`src/rtl/horizontal_upsample_ctrl_if.sv`:
```
// ---------------------------------------------------------------------------
// horizontal_upsample_ctrl_if
//
// Purpose:
//    Bundles the two streaming handshakes of the horizontal chroma upsampler:
//    the input sample stream from the chroma line buffer and the output sample
//    stream to the 4:2:2/4:4:4 output formatter.
//
// Signals:
//    in_valid   upstream -> ctrl   input sample valid
//    in_ready   ctrl -> upstream   input sample accepted when in_valid&in_ready
//    in_data    upstream -> ctrl   8-bit input chroma sample
//    out_valid  ctrl -> downstream output sample valid
//    out_ready  downstream -> ctrl downstream can take a sample
//    out_data   ctrl -> downstream 8-bit output sample
//    out_last   ctrl -> downstream high on the last output beat of a line
//
// Modports:
//    slave   the upsampler controller's view
//    master  the view of whatever drives the input and sinks the output
// ---------------------------------------------------------------------------
interface horizontal_upsample_ctrl_if;

   logic       in_valid;
   logic       in_ready;
   logic [7:0] in_data;
   logic       out_valid;
   logic       out_ready;
   logic [7:0] out_data;
   logic       out_last;

   modport slave (
      input  in_valid,
      input  in_data,
      input  out_ready,
      output in_ready,
      output out_valid,
      output out_data,
      output out_last
   );

   modport master (
      output in_valid,
      output in_data,
      output out_ready,
      input  in_ready,
      input  out_valid,
      input  out_data,
      input  out_last
   );

endinterface

```
`src/rtl/horizontal_upsample_ctrl.sv`:
```
// ---------------------------------------------------------------------------
// horizontal_upsample_ctrl
//
// Purpose:
//    Sequencer for the 6-tap horizontal chroma interpolation filter. Takes one
//    line of 8-bit chroma samples, maintains the im3..ip2 tap window with edge
//    replication at both ends of the line, and emits two output samples per
//    input position (interpolated first, then co-sited), so the output line
//    is twice the input width.
//
// Parameters:
//    WIDTH_BITS       width of line_width (max 2^WIDTH_BITS-1 samples/line)
//
// Ports:
//    clk              system clock
//    rst_n            asynchronous active-low reset
//    line_width       input samples per line, latched on the first accept
//    mpeg2_flag       filter mode, latched on the first accept
//    bus              input/output stream handshakes (slave modport)
//    busy             high from first accept until the last output handshake
//    filt_mpeg2_flag  latched mode, to the filter
//    filt_im3..ip2    tap window registers, to the filter
//    filt_out_im1     filter interpolated result
//    filt_out_i       filter co-sited result
// ---------------------------------------------------------------------------
module horizontal_upsample_ctrl #(
   parameter int WIDTH_BITS = 10
) (
   input  logic                  clk,
   input  logic                  rst_n,
   input  logic [WIDTH_BITS-1:0] line_width,
   input  logic                  mpeg2_flag,
   horizontal_upsample_ctrl_if.slave bus,
   output logic                  busy,
   output logic                  filt_mpeg2_flag,
   output logic [7:0]            filt_im3,
   output logic [7:0]            filt_im2,
   output logic [7:0]            filt_im1,
   output logic [7:0]            filt_i,
   output logic [7:0]            filt_ip1,
   output logic [7:0]            filt_ip2,
   input  logic [7:0]            filt_out_im1,
   input  logic [7:0]            filt_out_i
);

   typedef enum logic [2:0] {
      IDLE,
      ACCEPT,
      EMIT0,
      EMIT1,
      FLUSH
   } state_t;

   state_t                state;
   logic [WIDTH_BITS:0]   in_cnt;
   logic [WIDTH_BITS:0]   shift_cnt;
   logic [WIDTH_BITS-1:0] emit_cnt;
   logic [WIDTH_BITS-1:0] width_q;
   logic                  in_ready_q;
   logic                  out_valid_q;
   logic                  out_last_q;

   logic [WIDTH_BITS-1:0] width_eff;
   logic [WIDTH_BITS:0]   in_cnt_inc;
   logic [WIDTH_BITS:0]   shift_cnt_inc;
   logic [WIDTH_BITS-1:0] emit_cnt_inc;
   logic [WIDTH_BITS:0]   width_ext;
   logic                  in_fire;
   logic                  out_fire;
   logic                  last_pair;

   // A zero line width would never terminate, so it is run as a one-sample
   // line instead. The incremented counters are shared by the decisions in
   // the state machine, which look at the post-update values.
   always_comb begin
      width_eff     = (line_width == '0) ? WIDTH_BITS'(1) : line_width;
      in_cnt_inc    = in_cnt + (WIDTH_BITS+1)'(1);
      shift_cnt_inc = shift_cnt + (WIDTH_BITS+1)'(1);
      emit_cnt_inc  = emit_cnt + WIDTH_BITS'(1);
      width_ext     = {1'b0, width_q};
      in_fire       = bus.in_valid & in_ready_q;
      out_fire      = out_valid_q & bus.out_ready;
      last_pair     = (emit_cnt_inc == width_q);
   end

   // Handshake outputs come straight from registers; out_data is picked from
   // the filter results by the emit phase. The taps do not move during
   // EMIT0/EMIT1, so out_data is stable while out_valid is high.
   assign bus.in_ready  = in_ready_q;
   assign bus.out_valid = out_valid_q;
   assign bus.out_last  = out_last_q;
   assign bus.out_data  = (state == EMIT1) ? filt_out_i : filt_out_im1;

   // Line sequencer. The first sample of a line fills the whole window so the
   // left edge is replicated; once all inputs are in, FLUSH shifts in copies
   // of ip2 to replicate the right edge. A pair is emitted after every shift
   // from the second one on, giving width pairs for width+1 shifts.
   // in_ready is held low for the first cycle out of reset because IDLE only
   // raises it on its first clocked visit.
   always_ff @(posedge clk or negedge rst_n) begin
      if (!rst_n) begin
         state           <= IDLE;
         in_cnt          <= '0;
         shift_cnt       <= '0;
         emit_cnt        <= '0;
         width_q         <= '0;
         filt_mpeg2_flag <= 1'b0;
         filt_im3        <= '0;
         filt_im2        <= '0;
         filt_im1        <= '0;
         filt_i          <= '0;
         filt_ip1        <= '0;
         filt_ip2        <= '0;
         in_ready_q      <= 1'b0;
         out_valid_q     <= 1'b0;
         out_last_q      <= 1'b0;
         busy            <= 1'b0;
      end else begin
         case (state)
            IDLE: begin
               if (in_fire) begin
                  filt_im3        <= bus.in_data;
                  filt_im2        <= bus.in_data;
                  filt_im1        <= bus.in_data;
                  filt_i          <= bus.in_data;
                  filt_ip1        <= bus.in_data;
                  filt_ip2        <= bus.in_data;
                  width_q         <= width_eff;
                  filt_mpeg2_flag <= mpeg2_flag;
                  shift_cnt       <= '0;
                  in_cnt          <= (WIDTH_BITS+1)'(1);
                  emit_cnt        <= '0;
                  busy            <= 1'b1;
                  if (width_eff == WIDTH_BITS'(1)) begin
                     state      <= FLUSH;
                     in_ready_q <= 1'b0;
                  end else begin
                     state      <= ACCEPT;
                     in_ready_q <= 1'b1;
                  end
               end else begin
                  in_ready_q <= 1'b1;
               end
            end

            ACCEPT: begin
               if (in_fire) begin
                  filt_im3  <= filt_im2;
                  filt_im2  <= filt_im1;
                  filt_im1  <= filt_i;
                  filt_i    <= filt_ip1;
                  filt_ip1  <= filt_ip2;
                  filt_ip2  <= bus.in_data;
                  shift_cnt <= shift_cnt_inc;
                  in_cnt    <= in_cnt_inc;
                  if (shift_cnt_inc >= (WIDTH_BITS+1)'(2)) begin
                     state       <= EMIT0;
                     in_ready_q  <= 1'b0;
                     out_valid_q <= 1'b1;
                  end else if (in_cnt_inc == width_ext) begin
                     state      <= FLUSH;
                     in_ready_q <= 1'b0;
                  end
               end
            end

            FLUSH: begin
               filt_im3    <= filt_im2;
               filt_im2    <= filt_im1;
               filt_im1    <= filt_i;
               filt_i      <= filt_ip1;
               filt_ip1    <= filt_ip2;
               shift_cnt   <= shift_cnt_inc;
               state       <= EMIT0;
               out_valid_q <= 1'b1;
            end

            EMIT0: begin
               if (out_fire) begin
                  state      <= EMIT1;
                  out_last_q <= last_pair;
               end
            end

            EMIT1: begin
               if (out_fire) begin
                  emit_cnt    <= emit_cnt_inc;
                  out_last_q  <= 1'b0;
                  out_valid_q <= 1'b0;
                  if (last_pair) begin
                     state      <= IDLE;
                     busy       <= 1'b0;
                     in_ready_q <= 1'b1;
                  end else if (in_cnt < width_ext) begin
                     state      <= ACCEPT;
                     in_ready_q <= 1'b1;
                  end else begin
                     state <= FLUSH;
                  end
               end
            end

            default: begin
               state       <= IDLE;
               in_ready_q  <= 1'b0;
               out_valid_q <= 1'b0;
               out_last_q  <= 1'b0;
               busy        <= 1'b0;
            end
         endcase
      end
   end

endmodule

```
`src/flat_wrapper.sv`:
```
// flat-port wrapper written by rule: the top's interface ports become plain ports
module horizontal_upsample_ctrl_flat 
#(
   parameter int WIDTH_BITS = 10
)
  (clk, rst_n, line_width, mpeg2_flag, busy, filt_mpeg2_flag, filt_im3, filt_im2, filt_im1, filt_i, filt_ip1, filt_ip2, filt_out_im1, filt_out_i, bus_in_valid, bus_in_data, bus_out_ready, bus_in_ready, bus_out_valid, bus_out_data, bus_out_last);
  horizontal_upsample_ctrl_if bus_i ();
  input  logic clk;
  input  logic rst_n;
  input  logic [WIDTH_BITS-1:0] line_width;
  input  logic mpeg2_flag;
  output logic busy;
  output logic filt_mpeg2_flag;
  output logic [7:0] filt_im3;
  output logic [7:0] filt_im2;
  output logic [7:0] filt_im1;
  output logic [7:0] filt_i;
  output logic [7:0] filt_ip1;
  output logic [7:0] filt_ip2;
  input  logic [7:0] filt_out_im1;
  input  logic [7:0] filt_out_i;
  input wire logic [$bits(bus_i.in_valid)-1:0] bus_in_valid;
  input wire logic [$bits(bus_i.in_data)-1:0] bus_in_data;
  input wire logic [$bits(bus_i.out_ready)-1:0] bus_out_ready;
  output wire logic [$bits(bus_i.in_ready)-1:0] bus_in_ready;
  output wire logic [$bits(bus_i.out_valid)-1:0] bus_out_valid;
  output wire logic [$bits(bus_i.out_data)-1:0] bus_out_data;
  output wire logic [$bits(bus_i.out_last)-1:0] bus_out_last;
  assign bus_i.in_valid = bus_in_valid;
  assign bus_i.in_data = bus_in_data;
  assign bus_i.out_ready = bus_out_ready;
  assign bus_in_ready = bus_i.in_ready;
  assign bus_out_valid = bus_i.out_valid;
  assign bus_out_data = bus_i.out_data;
  assign bus_out_last = bus_i.out_last;
  horizontal_upsample_ctrl #(.WIDTH_BITS(WIDTH_BITS)) u_core (.clk(clk), .rst_n(rst_n), .line_width(line_width), .mpeg2_flag(mpeg2_flag), .bus(bus_i), .busy(busy), .filt_mpeg2_flag(filt_mpeg2_flag), .filt_im3(filt_im3), .filt_im2(filt_im2), .filt_im1(filt_im1), .filt_i(filt_i), .filt_ip1(filt_ip1), .filt_ip2(filt_ip2), .filt_out_im1(filt_out_im1), .filt_out_i(filt_out_i));
endmodule
```
`config.mk`:
```
export PLATFORM = sky130hd
export DESIGN_NAME = horizontal_upsample_ctrl_flat
export DESIGN_NICKNAME = d
export VERILOG_FILES = /design/src/rtl/horizontal_upsample_ctrl_if.sv /design/src/rtl/horizontal_upsample_ctrl.sv /design/src/flat_wrapper.sv
export SDC_FILE = /design/constraint.sdc
export NUM_CORES = 1
export LEC_CHECK = 0
export CAP_MARGIN = 20
export CORE_UTILIZATION = 40
export DETAILED_ROUTE_END_ITERATION = 10
export GPL_ROUTABILITY_DRIVEN = 0
export PLACE_DENSITY = 0.69
export SLEW_MARGIN = 40
export SYNTH_ARGS = -nofsm -noshare
export SYNTH_HDL_FRONTEND = slang
export SYNTH_SLANG_ARGS = --single-unit
```
`constraint.sdc`:
```
create_clock -name clk -period 5.8 [get_ports clk]
set_clock_uncertainty 0.2 [all_clocks]
set_input_delay 1.16 -clock clk [delete_from_list [all_inputs] [get_ports clk]]
set_output_delay 1.16 -clock clk [all_outputs]
set_load 0.02 [all_outputs]
```
## Word-level counts from Yosys, hierarchy flattened

Index checks and enable logic that the tools add are counted.

- Add/sub/neg operators: 3
- $lt $le $gt $ge: 2
- Eq/ne operators: 15
- Muxes and demuxes: 51
- Bitwise gates (word level): 6
- Reductions and logical operators: 20

Operators by type and width:

| operator | number |
|---|---|
| case mux 8 bit (3 select lines) | 5 |
| two-way mux 8 bit | 7 |
| two-way mux 11 bit | 4 |
| case mux 11 bit (3 select lines) | 1 |
| two-way mux 10 bit | 3 |
| two-way mux 3 bit | 9 |
| adder 11 x 1 -> 11 bit, second input constant | 2 |
| case mux 11 bit (2 select lines) | 1 |
| case mux 10 bit (2 select lines) | 1 |
| two-way mux 1 bit | 15 |
| case mux 3 bit (5 select lines) | 1 |
| != test 2 x 1 -> 1 bit, second input constant | 6 |
| AND reduction 3 bit | 4 |
| == test 11 x 10 -> 1 bit | 1 |
| >= comparator 11 x 2 -> 1 bit, second input constant | 1 |
| less-than comparator 11 x 10 -> 1 bit | 1 |
| adder 10 x 1 -> 10 bit, second input constant | 1 |
| == test 10 x 1 -> 1 bit, second input constant | 1 |
| == test 10 bit | 1 |
| logical NOT 10 bit | 1 |
| AND reduction 5 bit | 2 |
| case mux 1 bit (4 select lines) | 2 |
| AND reduction 4 bit | 2 |
| == test 3 x 2 -> 1 bit, second input constant | 2 |
| 13 further kinds | 23 |

- Bits in registers: 98
- Input port bits: 39
- Output and inout bits: 61
- Word-level logic and storage cells: 113

## Depth between registers and ports, before layout

Gate-level depths: netlist of the first run.

- Depth in word-level cells: 6
- Mapped depth: 11
- Mapped depth without buffers: 9

## Worst setup path after synthesis of the first run

No wires, ideal clock.

- Path kind: input to output
- Start: input port filt_out_i[0]
- End: output port bus_out_data[0]
- Arrival time: 1,465 ps
- Data required time: 4,440 ps
- Slack: 2,975 ps
- Cell stages on the path: 1
- Path buffers: 0
- Cell sequence: mux2_2

- Word-level cells in the longest chain between the ends: 1

Ends and longest elaborated chain:

| item | line | source |
|---|---|---|
| start, declared | flat_wrapper.sv:21 | `input logic [7:0] filt_out_i;` |
| two-way mux 8 bit | horizontal_upsample_ctrl.sv:92 | `assign bus.out_data = (state == EMIT1) ? filt_out_i : filt_out_im1;` |
| end, declared | flat_wrapper.sv:27 | `output wire logic [$bits(bus_i.out_data)-1:0] bus_out_data;` |

No other way between the ends.

## Worst setup path in the final report of the first run

- Start: register u_core.state[1]
- End: output port bus_out_data[5]

- Word-level cells in the longest chain between the ends: 2

Ends and longest elaborated chain:

| item | line | source |
|---|---|---|
| start, declared | horizontal_upsample_ctrl.sv:54 | `state_t state;` |
| start signal, assigned | horizontal_upsample_ctrl.sv:102 | `state <= IDLE;` |
| start signal, assigned | horizontal_upsample_ctrl.sv:135 | `state <= FLUSH;` |
| start signal, assigned | horizontal_upsample_ctrl.sv:138 | `state <= ACCEPT;` |
| == test 3 x 2 -> 1 bit | horizontal_upsample_ctrl.sv:92 |  |
| two-way mux 8 bit | horizontal_upsample_ctrl.sv:92 |  |

No other way between the ends.

==> impl_metrics.yaml, run 1 <==
power_and_ir_drop:
  seqPwrFrac: 0.495
  switching_share: 0.2299
  p_switching_uw: 316.7
  clkPwrFrac: 0.465
  total_power_uw: 1378
  powerDensity_nw_per_um2: 201.8
  peakVddDrop_mv: 0.1343
  combPwrFrac: 0.040
  p_leak_uw: 0.003040
  p_int_uw: 1061
synth:
  synth-seq-cells: 98
  synth-edff-count: 0
  synth.top_cell.area_share: 0.4517
  syn_inst: 579
  avgSynthCellArea_sq_um: 9.376
  yosys.area.top_type: "dfrtp_1"
  synth_area_leaders: "dfrtp_1 (45%), a221o_1 (7.4%), nand2_1 (5.5%), o21ai_0 (5.3%), ha_1 (3.2%)"
  yosys_warnings: 0
  synth-main-ff-cell: "dfrtp_1"
  mappedNetlistArea_sq_um: 5429
  yosysSeqAreaShare: 0.4517
  synthArstFlopShare: 1.000
  synth.distinct_cells: 68
  syn-num-nets: 632
global_routing:
  grt_max_degree: 63
  grt_pass1_wl_mm: 22.36
  gr-total-overflow: 0
  grt_usage: 0.1961
  antenna_found_initial: 0
  grt_pass1_vias: 4679
die:
  die_h_microns: 118.5
  die_w_microns: 118.5
  dieArea_sq_um: 14040
  initial_core_util: 0.4100
  num_rows: 42
  core_area_sq_um: 13240
  ioPinCount: 100
clock_tree:
  root_buffer: "clkbuf_16"
  postCtsSetupRepairBufs: 0
  ctsHoldBuffers: 0
  cts_sinks: 98
  cts_buffers: 9
  clock_latency_ns: 0.35
  cts_tree: "done"
  ctsResizeCount: 0
  path_clk_slew_ns: 0.07
  cts_max_path_buffers: 2
  htreeDepth: 3
sta:
  setup_slack_ns: 1.884
  fmax_ghz: 0.2554
  slew_violations: 0
  max_slew_margin: 0.5418
  min_period_ns: 3.916
  fin_crit_sh: 0.6752
  worst_pin_slew_ns: 0.6777
  hold_violations: 0
  setup_viol: 0
  setup_tns_ns: 0
  rsz0062_at_grt: "no"
finish:
  n_antenna_cell: 0
  area_growth_pct: 25.79
  multi_input_area_sq_um: 2746
  drive_gt1_frac: 0.08030
  final_cell_mix: "clkdlybuf4s50_1 (98), dfrtp_1 (98), nand2_1 (80), o21ai_0 (58), nor2_1 (43)"
  nNetsFinal: 708
  regArea_sq_um: 2452
  nFillCells: 1226
  design_area_sq_um: 6829
setup_path:
  crit_required_ns: 4.44
  worstSetupEndpointType: "primary output"
  crit_type: "flop to primary output"
  slowest_delay_ns: 0.67
  worstPathCellList: "nand2_1 -> nor2_2 -> mux2_2 -> clkdlybuf4s50_1"
  r2r-start: "u_core.state[1]"
  crit_path_start_kind: "flop"
  cp_slowest_cell: "dfrtp_1"
  worst-endpoint-arrival_ns: 2.56
  cp_max_fo: 15
  setup.worst_path.start: "u_core.state[1]"
routing:
  wl_per_cell_microns: 15.84
  num_vias: 4788
  firstDrtPassIters: 5
  ant_nets: 0
  dr.first_iter.drc_count: 326
  wl_mm: 13.24
  via_per_inst: 5.727
  drc: 0
worst_hold_path:
  hp-class: "flop to flop"
  hp-start: "u_core.emit_cnt[9]"
placement:
  port_buffers: 99
  place_ws_ns: 1.973
  hpwl_mm: 9.570
  place_area_sq_um: 6509
flow_run:
  cap_viol_max_count: 0
run_status:
  status: "finished clean"
## critical path, delay by kind of cell, from the launching register on
kind	cells	cell delay, ns
multiplexers	1	0.41
buffers and inverters	1	0.55
flip-flops	1	0.67
AND/OR/NAND/NOR	2	0.59
## synthesized netlist by cell type, types with 6 or more instances
cell type / number
nor2_1: 44
a21o_1: 6
nand3_1: 21
nand2_1: 80
dfrtp_1: 98
a31oi_1: 8
buf_2: 8
ha_1: 14
and3_1: 7
o21ai_0: 58
inv_1: 17
xor2_1: 12
clkbuf_1: 24
nor3_1: 16
o31ai_1: 7
a221o_1: 40
mux2_2: 11
xnor2_1: 11
a21oi_1: 13
## power by group through the flow
| stage | clock network, uW | logic (uW) | registers (uW) |
|---|---|---|---|
| after floorplan | 0 | 7.51 | 696 |
| after global routing | 675 | 59.5 | 682 |
| after CTS | 652 | 55.7 | 683 |
| after global placement | 0 | 54.7 | 696 |
| after detailed placement | 0 | 55.4 | 696 |
| final | 641 | 54.6 | 683 |
## through the flow
step                hold WS (ns)  utilization  instances
global placement          0.2879       0.4904        820
finish                    0.3060       0.5157        836
CTS                       0.3047       0.5154        836
global route              0.3347       0.5157        836
floorplan                 0.2650            -        579
detailed placement        0.2922       0.4915        820
## layer usage
metal / wire length [microns] / track usage
met4: 236 / 0.06487
met5: 0 / 0
met2: 6472 / 0.3331
met3: 532 / 0.03571
met1: 6002 / 0.2519
## flip-flops by register name (all words and copies together) (netlist names)
signal and cells:
u_core.filt_ip2 8, u_core.filt_ip1 8, u_core.emit_cnt 10, u_core.state 3, u_core.filt_i 8, u_core.filt_im1 8, u_core.bus.out_valid 1, u_core.filt_im3 8
u_core.bus.in_ready 1, u_core.filt_im2 8, u_core.busy 1, u_core.shift_cnt 11, u_core.filt_mpeg2_flag 1, u_core.in_cnt 11, u_core.width_q 10, u_core.bus.out_last 1
## logic make-up after synthesis
group,synth area share
xor+xnor,0.03710
buf+inv,0.04794
flops,0.4517
fa+ha+maj,0.03227
mux,0.02466
simple gates,0.1793
compound gates,0.2270
## cell type report
cell class	count	share of cell area
clock inverter	7	0.01337
timing repair buffer	104	0.1508
inverter	17	0.009344
multi-input combinational	425	0.4022
clock buffer	9	0.03298
sequential	98	0.3591
tap	176	0.03225
## worst paths after layout
kind | to | slack, ns | depth (start not counted)
hold reg to reg | u_core.emit_cnt[9] | 0.31 | 1
setup reg to reg | u_core.emit_cnt[5] | 2.81 | 6
max in group asynchronous | u_core.filt_i[7] | 3.94 | 2
min in group asynchronous | u_core.shift_cnt[8] | 0.57 | 1
setup / recovery | bus_out_data[5] | 1.88 | 4
hold / removal | u_core.emit_cnt[9] | 0.31 | 1
Power figures use the tool's default switching activity.
==> run 2: changes to the inputs <==
Settings changed: PLACE_DENSITY 0.69 to 0.71.
Clock period 5.8 ns to 3.52 ns, I/O delays scaled along.
==> run 2 against run 1 <==
  * Cell area grew 0.42%
  * Setup slack lost 1.7 ns
  * Total power up 62%
  * Non-clock buffer count is 5 higher
  * Die area is the same
  * Register-to-register slack got worse by 2.1 ns
  * Flip-flop and latch count unchanged
  * Sequential power rose by 65%
  * Cell count grew 0.60%
  * Worst hold slack got worse by 0.099 ns
  * Clock power grew 58%
  * Sequential share of layout area down 0.15 points
  * Critical path type unchanged
==> impl_metrics.yaml, run 2 (synthesis results as in run 1) <==
setup_path:
  crit_path_end: "bus_out_data[4]"
  r2r-start: "u_core.in_cnt[3]"
  r2r.worst_path.cells: 7
  cp.buffers_inverters: 1
  setup.worst_path.start: "u_core.state[1]"
  reg2reg_to: "u_core.state[2]"
  crit_required_ns: 2.62
  worst-endpoint-arrival_ns: 2.44
  worstSetupEndpointType: "primary output"
  crit_type: "flop to primary output"
  cp_slowest_cell: "dfrtp_1"
  slowest_delay_ns: 0.60
  critPathTopFamily: "flip-flops"
  worstPathCellList: "nand2_1 -> nor2_2 -> mux2_2 -> clkdlybuf4s50_1"
  cp_max_fo: 15
  crit_path_start_kind: "flop"
  cp_num_cells: 4
  reg2reg_slack_ns: 0.70
sta:
  worst_pin_slew_ns: 0.6353
  setup_viol: 0
  slew_violations: 0
  min_period_ns: 3.340
  rsz0062_at_grt: "no"
  hold_violations: 0
  fmax_ghz: 0.2994
  max_slew_margin: 0.5705
  setup_slack_ns: 0.1802
  setup_tns_ns: 0
  fin_crit_sh: 0.9488
die:
  ioPinCount: 100
  core_area_sq_um: 13240
  die_w_microns: 118.5
  dieArea_sq_um: 14040
  die_h_microns: 118.5
  num_rows: 42
  initial_core_util: 0.4100
finish:
  n_antenna_cell: 0
  final_cell_mix: "clkdlybuf4s50_1 (98), dfrtp_1 (98), nand2_1 (80), o21ai_0 (58), nor2_1 (43)"
  nNetsFinal: 713
  nFillCells: 1210
  area_growth_pct: 26.32
  reg.largest.list: "u_core.in_cnt (11), u_core.shift_cnt (11)"
  drive_gt1_frac: 0.08421
global_routing:
  grt_max_degree: 99
  antenna_found_initial: 0
  grt_pass1_wl_mm: 22.23
  grt_usage: 0.1958
  gr-total-overflow: 0
  grt_pass1_vias: 4505
clock_tree:
  cts_max_path_buffers: 2
  ctsResizeCount: 0
  cts_sinks: 98
  cts_tree: "done"
  ctsHoldBuffers: 0
  htreeDepth: 3
  path_clk_slew_ns: 0.07
  cts_buffers: 9
  postCtsSetupRepairBufs: 0
  root_buffer: "clkbuf_16"
  clock_latency_ns: 0.35
routing:
  num_vias: 4772
  firstDrtPassIters: 5
  ant_nets: 0
  dr.first_iter.drc_count: 402
  via_per_inst: 5.674
  wl_per_cell_microns: 15.79
  wl_mm: 13.28
  drc: 0
flow_run:
  cap_viol_max_count: 0
run_status:
  status: "finished clean"
power_and_ir_drop:
  peakVddDrop_mv: 0.2291
  p_leak_uw: 0.003058
  powerDensity_nw_per_um2: 324.7
placement:
  hpwl_mm: 9.485
  port_buffers: 99
  place_ws_ns: 0.5781
worst_hold_path:
  hp-class: "input pin to asynchronous set/reset pin"
[run 2: changes by cell type in the layout (fill, tap and decap cells not counted), sizes merged]
cell      before  now
buf            6   11
clkinv         0    3
inv           22   19
clkbuf         9   10
clkinvlp       1    0
[run 2: layer usage]
metal	vias up	global-route usage	wire length, microns
met1	2299	0.2646	6054
met3	22	0.04488	629
met5	-	0	0
met4	0	0.05934	232
li1	2297	-	-
met2	154	0.3129	6364
[run 2: report_power, final]
group / leakage (uW) / internal [uW] / switching, uW
sequential: 0.00128 / 1130 / 0
clock: 0.000149 / 560 / 450
combinational: 0.00163 / 50.7 / 40.5
[run 2: metrics by stage]
step	std cells	hold slack (ns)	area [sq um]	power [uW]	util
after floorplan	579	0.2084	5429	1160	-
after global placement	825	0.2904	6556	1239	0.4951
after detailed placement	825	0.2967	6556	1240	0.4951
after CTS	841	0.2284	6858	2254	0.5179
after global routing	841	0.2486	6858	2300	0.5179
final	841	0.2075	6858	2226	0.5179
[run 2: how the worst min path moves through the flow]
stage | startpoint | endpoint | depth (start not counted)
after detailed placement | u_core.bus.out_last | u_core.bus.out_last | 1
after global routing | rst_n | u_core.filt_im2[3] | 2
after global placement | u_core.filt_ip2[2] | u_core.filt_ip2[2] | 2
after floorplan | rst_n | u_core.bus.in_ready | 0
final | rst_n | u_core.filt_im2[3] | 2
after CTS | rst_n | u_core.shift_cnt[8] | 2
[run 2: worst register-to-register path, stage by stage, from the launching register on]
cell	delay, ns
dfrtp_1	0.58
ha_1	0.33
a2111oi_0	0.42
a21oi_1	0.13
a2111oi_0	0.41
o21a_1	0.18
and2b_2	0.22
o221a_2	0.23
[run 2: cell type report]
| cell class | instances | area [sq um] | area share |
|---|---|---|---|
| Clock inverter | 6 | 72.57 | 0.01058 |
| Sequential cell | 98 | 2452 | 0.3576 |
| Tap cell | 176 | 220.2 | 0.03211 |
| Timing Repair Buffer | 109 | 1089 | 0.1587 |
| Clock buffer | 10 | 229.0 | 0.03339 |
| Inverter | 17 | 63.81 | 0.009305 |
| Multi-Input combinational cell | 425 | 2731 | 0.3983 |
